==> src/rtl/cci_arb_pkg.sv <==
// Shared CCI TX constants, header type and the round-robin pick used by the
// TX1 write arbiter.
package cci_arb_pkg;

   localparam int CCI_TX_HDR_W = 61;
   localparam int CCI_DATA_W   = 512;
   localparam int MAX_CLIENTS  = 16;

   typedef logic [CCI_TX_HDR_W-1:0] t_cci_tx_hdr;

   // One-hot pick of the first set bit of req at or above ptr, wrapping
   // modulo n. Bits at or above n in req are ignored.
   function automatic logic [MAX_CLIENTS-1:0] rr_pick(
      input logic [MAX_CLIENTS-1:0] req,
      input logic [3:0]             ptr,
      input logic [4:0]             n
   );
      logic [MAX_CLIENTS-1:0] pick;
      logic                   found;
      logic [4:0]             idx;
      pick  = '0;
      found = 1'b0;
      for (int k = 0; k < MAX_CLIENTS; k++) begin
         idx = {1'b0, ptr} + 5'(k);
         if (idx >= n) begin
            idx = idx - n;
         end
         if ((5'(k) < n) && !found && req[idx[3:0]]) begin
            pick[idx[3:0]] = 1'b1;
            found          = 1'b1;
         end
      end
      return pick;
   endfunction

endpackage

==> src/rtl/cci_issue_throttle.sv <==
// Credit counter that lets a bounded number of writes through after TX1
// almost-full asserts, and gates all issue while the AFU is disabled.
module cci_issue_throttle
   import cci_arb_pkg::*;
#(
   parameter int AF_SLACK = 4
)(
   input  logic clk,
   input  logic reset,
   input  logic afu_en,
   input  logic almostfull,
   input  logic issue,
   output logic can_issue
);

   localparam logic [3:0] SLACK = 4'(AF_SLACK);

   logic [3:0] credit;

   // The budget is only spent while almost-full is high; any cycle with it
   // low (or with the AFU disabled) restores the full slack.
   always_ff @(posedge clk or posedge reset) begin
      if (reset) begin
         credit <= SLACK;
      end else if (!afu_en || !almostfull) begin
         credit <= SLACK;
      end else if (issue && (credit != 4'd0)) begin
         credit <= credit - 4'd1;
      end
   end

   assign can_issue = !reset && afu_en && (!almostfull || (credit != 4'd0));

endmodule

==> src/rtl/cci_tx_rr_write_arbiter.sv <==
// N-client round-robin arbiter for the CCI TX1 write channel with an
// almost-full slack throttle and a registered header/data/valid stage.
module cci_tx_rr_write_arbiter
   import cci_arb_pkg::*;
#(
   parameter int N_CLIENTS = 2,
   parameter int HDR_W     = CCI_TX_HDR_W,
   parameter int DATA_W    = CCI_DATA_W,
   parameter int AF_SLACK  = 4
)(
   input  logic                        clk,
   input  logic                        reset,
   input  logic                        afu_en,
   input  logic [N_CLIENTS-1:0]        req,
   input  logic [N_CLIENTS*HDR_W-1:0]  req_hdr,
   input  logic [N_CLIENTS*DATA_W-1:0] req_data,
   output logic [N_CLIENTS-1:0]        grant,
   input  logic                        tx1_almostfull,
   output logic [HDR_W-1:0]            tx1_hdr,
   output logic [DATA_W-1:0]           tx1_data,
   output logic                        tx1_wrvalid,
   output logic [31:0]                 issue_count
);

   localparam int PTR_W = (N_CLIENTS > 1) ? $clog2(N_CLIENTS) : 1;

   // Handshake: req is a level request and grant is its same-cycle accept.
   // A client seeing req && grant has had hdr/data taken at the closing edge
   // and must advance; req without grant means retry, nothing is remembered.

   logic [PTR_W-1:0]       ptr;
   logic [PTR_W-1:0]       ptr_next;
   logic [MAX_CLIENTS-1:0] pick_full;
   logic [3:0]             win;
   logic                   can_issue;
   logic                   any_grant;
   logic [HDR_W-1:0]       sel_hdr;
   logic [DATA_W-1:0]      sel_data;

   always_comb begin
      pick_full = rr_pick(MAX_CLIENTS'(req), 4'(ptr), 5'(N_CLIENTS));
   end

   assign grant     = pick_full[N_CLIENTS-1:0] & {N_CLIENTS{can_issue}};
   assign any_grant = |grant;

   always_comb begin
      win = '0;
      for (int i = 0; i < MAX_CLIENTS; i++) begin
         if (pick_full[i]) begin
            win = 4'(i);
         end
      end
   end

   always_comb begin
      if (win == 4'(N_CLIENTS - 1)) begin
         ptr_next = '0;
      end else begin
         ptr_next = PTR_W'(win + 4'd1);
      end
   end

   always_comb begin
      sel_hdr  = '0;
      sel_data = '0;
      for (int i = 0; i < N_CLIENTS; i++) begin
         if (win == 4'(i)) begin
            sel_hdr  = req_hdr[i*HDR_W +: HDR_W];
            sel_data = req_data[i*DATA_W +: DATA_W];
         end
      end
   end

   cci_issue_throttle #(
      .AF_SLACK (AF_SLACK)
   ) u_throttle (
      .clk        (clk),
      .reset      (reset),
      .afu_en     (afu_en),
      .almostfull (tx1_almostfull),
      .issue      (any_grant),
      .can_issue  (can_issue)
   );

   // Header/data hold their last value on idle cycles; only valid drops.
   always_ff @(posedge clk or posedge reset) begin
      if (reset) begin
         ptr         <= '0;
         tx1_wrvalid <= 1'b0;
         tx1_hdr     <= '0;
         tx1_data    <= '0;
         issue_count <= '0;
      end else begin
         tx1_wrvalid <= any_grant;
         if (!afu_en) begin
            ptr <= '0;
         end else if (any_grant) begin
            ptr         <= ptr_next;
            tx1_hdr     <= sel_hdr;
            tx1_data    <= sel_data;
            issue_count <= issue_count + 32'd1;
         end
      end
   end

endmodule

==> config.mk <==
export PLATFORM = sky130hd
export DESIGN_NAME = cci_tx_rr_write_arbiter
export DESIGN_NICKNAME = d
export VERILOG_FILES = /design/src/rtl/cci_arb_pkg.sv /design/src/rtl/cci_issue_throttle.sv /design/src/rtl/cci_tx_rr_write_arbiter.sv
export SDC_FILE = /design/constraint.sdc
export NUM_CORES = 2
export LEC_CHECK = 0
export ABC_CLOCK_PERIOD_IN_PS = 26100
export CAP_MARGIN = 20
export CORE_AREA = 2 2 692 694
export CTS_CLUSTER_DIAMETER = 40
export CTS_CLUSTER_SIZE = 30
export DETAILED_ROUTE_END_ITERATION = 10
export DIE_AREA = 0 0 694 696
export PLACE_DENSITY = 0.3
export SETUP_SLACK_MARGIN = 0.02
export SKIP_CTS_REPAIR_TIMING = 1
export SKIP_LAST_GASP = 1
export SYNTH_ARGS = -nofsm -noshare
export SYNTH_HDL_FRONTEND = slang
export SYNTH_HIERARCHICAL = 1
export SYNTH_SLANG_ARGS = --single-unit
==> constraint.sdc <==
create_clock -name clk -period 26.1 [get_ports clk]
set_input_delay 5.22 -clock clk [delete_from_list [all_inputs] [get_ports clk]]
set_output_delay 5.22 -clock clk [all_outputs]
set_load 0.005 [all_outputs]
# ---- After elaboration in Yosys (flattened, before gate mapping)
# Index checks and enable logic that the tools add are counted.
dict set report word_totals {
  regBits 611
  word_cells 76
}
dict set report op_classes {
  addsub 6
  n_lt_le_gt_ge 6
  n_eq_ne 2
  n_mux 37
  bitwise_logic 2
  reduce_logical 17
}
# op n
set op_table {}
lappend op_table {{two-way mux 512 bit} 2}
lappend op_table {{two-way mux 61 bit} 2}
lappend op_table {{two-way mux 4 bit} 18}
lappend op_table {{adder 32 x 1 -> 32 bit, second input constant} 1}
lappend op_table {{two-way mux 16 bit} 2}
lappend op_table {{bitwise OR 16 bit} 1}
lappend op_table {{less-than comparator 4 x 5 -> 1 bit, second input constant} 2}
lappend op_table {{two-way mux 1 bit} 9}
lappend op_table {{binary-select mux 1 bit (select 4 bit)} 2}
lappend op_table {{demux 1 bit (select 4 bit)} 2}
lappend op_table {{greater-or-equal comparator 4 x 1 -> 1 bit, second input constant} 2}
lappend op_table {{logical AND 1 bit} 6}
lappend op_table {{equality test 4 x 1 -> 1 bit, second input constant} 1}
lappend op_table {{zero test 1 bit} 4}
lappend op_table {{zero test 4 bit} 1}
lappend op_table {{nonzero test 4 bit} 1}
lappend op_table {{subtractor 4 x 1 -> 4 bit, second input constant} 1}
lappend op_table {{subtractor 1 x 2 -> 3 bit, second input constant} 1}
lappend op_table {{subtractor 2 x 2 -> 3 bit, second input constant} 1}
lappend op_table {{adder 1 x 1 -> 2 bit, second input constant} 1}
lappend op_table {{AND 2 bit} 1}
lappend op_table {{greater-or-equal comparator 1 x 2 -> 1 bit, second input constant} 1}
lappend op_table {{greater-or-equal comparator 2 bit, second input constant} 1}
lappend op_table {{logical OR 1 bit} 2}
lappend op_table {{5 further kinds} 5}

# ---- Depth between registers and ports, before layout
dict set report logic_depth {
  word_depth 28
  depth_mapped 13
}

# ---- Modules after synthesis
# The synthesis kept the hierarchy.
# module n_inst cells_each area_per_inst_um2
set modules_own_cells {}
lappend modules_own_cells {cci_tx_rr_write_arbiter 1 2624 27817.9}
lappend modules_own_cells {cci_issue_throttle 1 25 240.2}

# ---- Worst setup path before layout
# OpenSTA, ideal clock, no wires.
dict set report synth_timing {
  path_type {input -> output}
  from {in reset}
  to {out grant[0]}
  t_arrival_ns 6.035
  setup_slack_ns 14.845
  path_stages 5
  n_path_buf 0
  cell_sequence {inv_1 nand2_1 a21oi_1 inv_2 a211oi_1}
}
dict set report synth_between {
  elab_chain_cells 4
}
# item line_no
set synth_lines {}
lappend synth_lines {{start, declared} cci_tx_rr_write_arbiter.sv:12} ;# input logic reset,
lappend synth_lines {{zero test 1 bit} cci_issue_throttle.sv:32} ;# assign can_issue = !reset && afu_en && (!almostfull || (credit != 4'd0));
lappend synth_lines {{logical AND 1 bit (2 in series)} cci_issue_throttle.sv:32}
lappend synth_lines {{via can_issue} cci_tx_rr_write_arbiter.sv:35} ;# logic can_issue;
lappend synth_lines {{AND 2 bit} cci_tx_rr_write_arbiter.sv:44} ;# assign grant = pick_full[N_CLIENTS-1:0] & {N_CLIENTS{can_issue}};
lappend synth_lines {{end, declared} cci_tx_rr_write_arbiter.sv:17} ;# output logic [N_CLIENTS-1:0] grant,
# The timed path passes the listed nets, and every way through them passes these cells.

# ---- Worst setup path after layout
# Same ends and word-level chain as after synthesis.

==> impl_metrics.py <==
metrics = {
    "run_status": {
        "outcome": "finished clean",
    },
    "yosys": {
        "synth.area.top_cells": "dfrtp_1 (54%), mux2i_1 (20%), nand2_1 (7.9%), o21ai_1 (7.1%), o21ai_0 (3.1%)",
        "synthXorXnorAreaFrac": 0.009677,
        "synth_top_area_frac": 0.5440,
        "synth_edf_count": 0,
        "synth.most_common_cell": "dfrtp_1",
        "async_flop_share": 1.000,
        "synth_area_sq_um": 28060,
        "synth_compound_gate_area_share": 0.1051,
        "ys_seq_area_frac": 0.5450,
        "synthFlopType": "dfrtp_1",
        "yosys.area.top_type": "dfrtp_1",
        "synth_common_cells": "dfrtp_1 (610), nand2_1 (593), mux2i_1 (573)",
        "ys_types": 38,
        "syn_area_per_cell_sq_um": 10.59,
        "synth_mux_area_frac": 0.2044,
        "synthCells": 2649,
        "yosys.area_share.simple": 0.09119,
        "ys_ff_latch": 611,
        "synthAdderAreaFrac": 0.0008919,
        "ys_warn_count": 6,
        "synth_fp_nets": 3803,
        "synth_top_family_by_area": "multiplexers",
    },
    "floorplanning": {
        "num_io_pins": 1760,
        "initial_utilization": 0.05890,
        "core_sq_um": 476400,
        "die-height_um": 696,
        "die_w_um": 694,
        "die-area_sq_um": 483000,
        "row_count": 254,
    },
    "sta": {
        "setup_violations": 0,
        "hold_viol_final": 0,
        "drv_slew": 0,
        "rsz0062_at_grt": "no",
        "period_share": 0.4822,
        "slew_headroom": 0.02872,
        "finalCriticalPeriod_ps": 12590,
        "worstMarginPinSlew_ps": 1457,
        "skew_ps": 40.71,
        "fmax_mhz": 79.45,
        "tns_ps": 0,
    },
    "setup_path": {
        "reg2reg_from": "u_throttle/credit[0]",
        "path_depth": 7,
        "cpPeakStageDelay_ps": 570,
        "start_kind": "input port",
        "worstPathArrival_ps": 7370,
        "reg2reg_slack_ps": 19910,
        "worst-r2r-cell-count": 12,
        "crit_path_end_kind": "output port",
        "worstSetupStartpoint": "reset",
        "path_cells": "clkdlybuf4s50_1 > inv_1 > nand2_1 > a21oi_1 > inv_2 > a211oi_1 > clkdlybuf4s50_1",
        "cp.required_ps": 20880,
        "critPathTopFamily": "buffers and inverters",
        "cp_max_fo": 5,
        "timing.critical_path.buf_inv": 4,
        "worstSetupPathType": "input port to output port",
        "crit_path_end": "grant[0]",
        "crit_top_cell": "clkdlybuf4s50_1",
        "r2r-end": "tx1_data[465]",
        "slowest_stage": "clkdlybuf4s50_1",
    },
    "clock_network": {
        "cts_root_buf": "clkbuf_16",
        "cts_tree": "built",
        "numCtsBuffers": 198,
        "htreeDepth": 4,
        "cts.clk_slew.worst_paths_ps": 40,
        "clkSinkCount": 611,
        "clock_latency_ps": 880,
        "cts_buffer_depth": 4,
    },
    "layout": {
        "area_growth_syn_to_layout_pct": 112.9,
        "final_core_util": 0.1254,
        "nets": 5601,
        "drive_gt1_frac": 0.08263,
    },
    "placed_design": {
        "dpl.hpwl_um": 272800,
        "place_congestion": 0.9653,
        "portBuffers": 1759,
    },
    "global_routing": {
        "grt_overflow_total": 0,
        "grt_pass1_vias": 30080,
        "grt_pass1_wl_um": 376300,
        "grt_max_degree": 230,
        "grt_usage": 0.1234,
        "antenna_found_initial": 113,
    },
    "pwr": {
        "p_leak_uw": 0.02520,
        "ir_drop_v": 0.00005083,
        "p_per_area_nw_per_um2": 87.16,
    },
    "route": {
        "post_drt_wl_per_cell_um": 28.53,
        "drt_wl_total_um": 311000,
        "drtIter0Drc": 1404,
        "vias_per_cell": 2.634,
        "final_antenna_net_count": 0,
        "drt_drc_violations_left": 0,
        "vias": 28710,
        "firstDrtPassIters": 4,
    },
    "job": {
        "cap_violations": 0,
    },
    "worst_hold_path": {
        "hold_path.class": "flop to flop",
    },
}
[worst min path at each step]
stage / from / endpoint / slack, ps / cells after the start
after floorplan: issue_count[31] / issue_count[31] / 460 / 1
after global placement: issue_count[31] / issue_count[31] / 470 / 1
after detailed placement: issue_count[31] / issue_count[31] / 470 / 1
after CTS: issue_count[31] / issue_count[31] / 480 / 1
after global routing: tx1_data[222] / tx1_data[222] / 500 / 2
final: issue_count[31] / issue_count[31] / 470 / 1
[layer usage]
metal  track usage  wire [um]  vias to the layer above
met3       0.09196      51220                      393
met4       0.02653       7033                       40
li1              -          -                    12900
met5             0        261                        -
met2        0.2030     144600                     1473
met1        0.1246     107900                    13900
[layout by cell type, fill, tap and decap left out, drive strengths merged, types with 11 or more instances in the layout]
master,instances
xor2,12
xnor2,19
clkinv,49
bufinv,27
mux2i,573
clkdlybuf4s50,1757
clkbuf,277
dfrtp,610
nand4,11
diode,16
o21ai,575
buf,33
nand2,593
inv,16
[layout make-up]
class,count,area [sq um]
diodes,16,40.04
flip-flops and latches,611,15290
fillers,54120,416600
multi-input cells,1837,11560
clock inverters,87,1279
repair buffers,1790,17920
inverters,9,41.29
clock buffers,277,5764
well taps,6272,7848
[worst register-to-register path, cell delays in order, from the launching register on]
cell     delay, ps
dfrtp_1        400
inv_1           70
ha_1           160
nor3b_1        510
a21oi_1        280
inv_2          130
or3_4          540
buf_12         590
buf_4          860
buf_4          640
buf_4          670
buf_12         590
o21ai_1        600
[kinds of logic (layout without fill, tap and decap cells)]
kind of cell / after synthesis / after routing
buf+inv: 201 / 2163
other cells: 0 / 16
fa+ha+maj: 2 / 2
xor+xnor: 31 / 31
mux: 573 / 573
compound gates: 583 / 583
simple gates: 648 / 648
flops: 611 / 611
[report_power, final]
group / internal [uW] / switching (uW)
Clock: 1790 / 777
Sequential: 1140 / 157
Combinational: 582 / 763
[through the flow]
step                      hold slack, ps  power [uW]  worst slack (ps)  instance area, sq um  std cells
after floorplan                    464.7        1522              3887                 28060       2649
after global placement             465.1        2715             13320                 52660      10520
after detailed placement           470.3        2711             13520                 52660      10520
after CTS                          477.4        5350             13510                 59700      10880
after global routing               503.1        5476             13360                 59710      10890
final                              471.7        5207             13510                 59740      10900
[registers in the layout, indices dropped and copies added, names as in the netlist]
register and flops:
tx1_data 512, tx1_hdr 61, issue_count 32, u_throttle/credit 4
ptr 1, tx1_wrvalid 1
(Power assumes the default switching activity.)
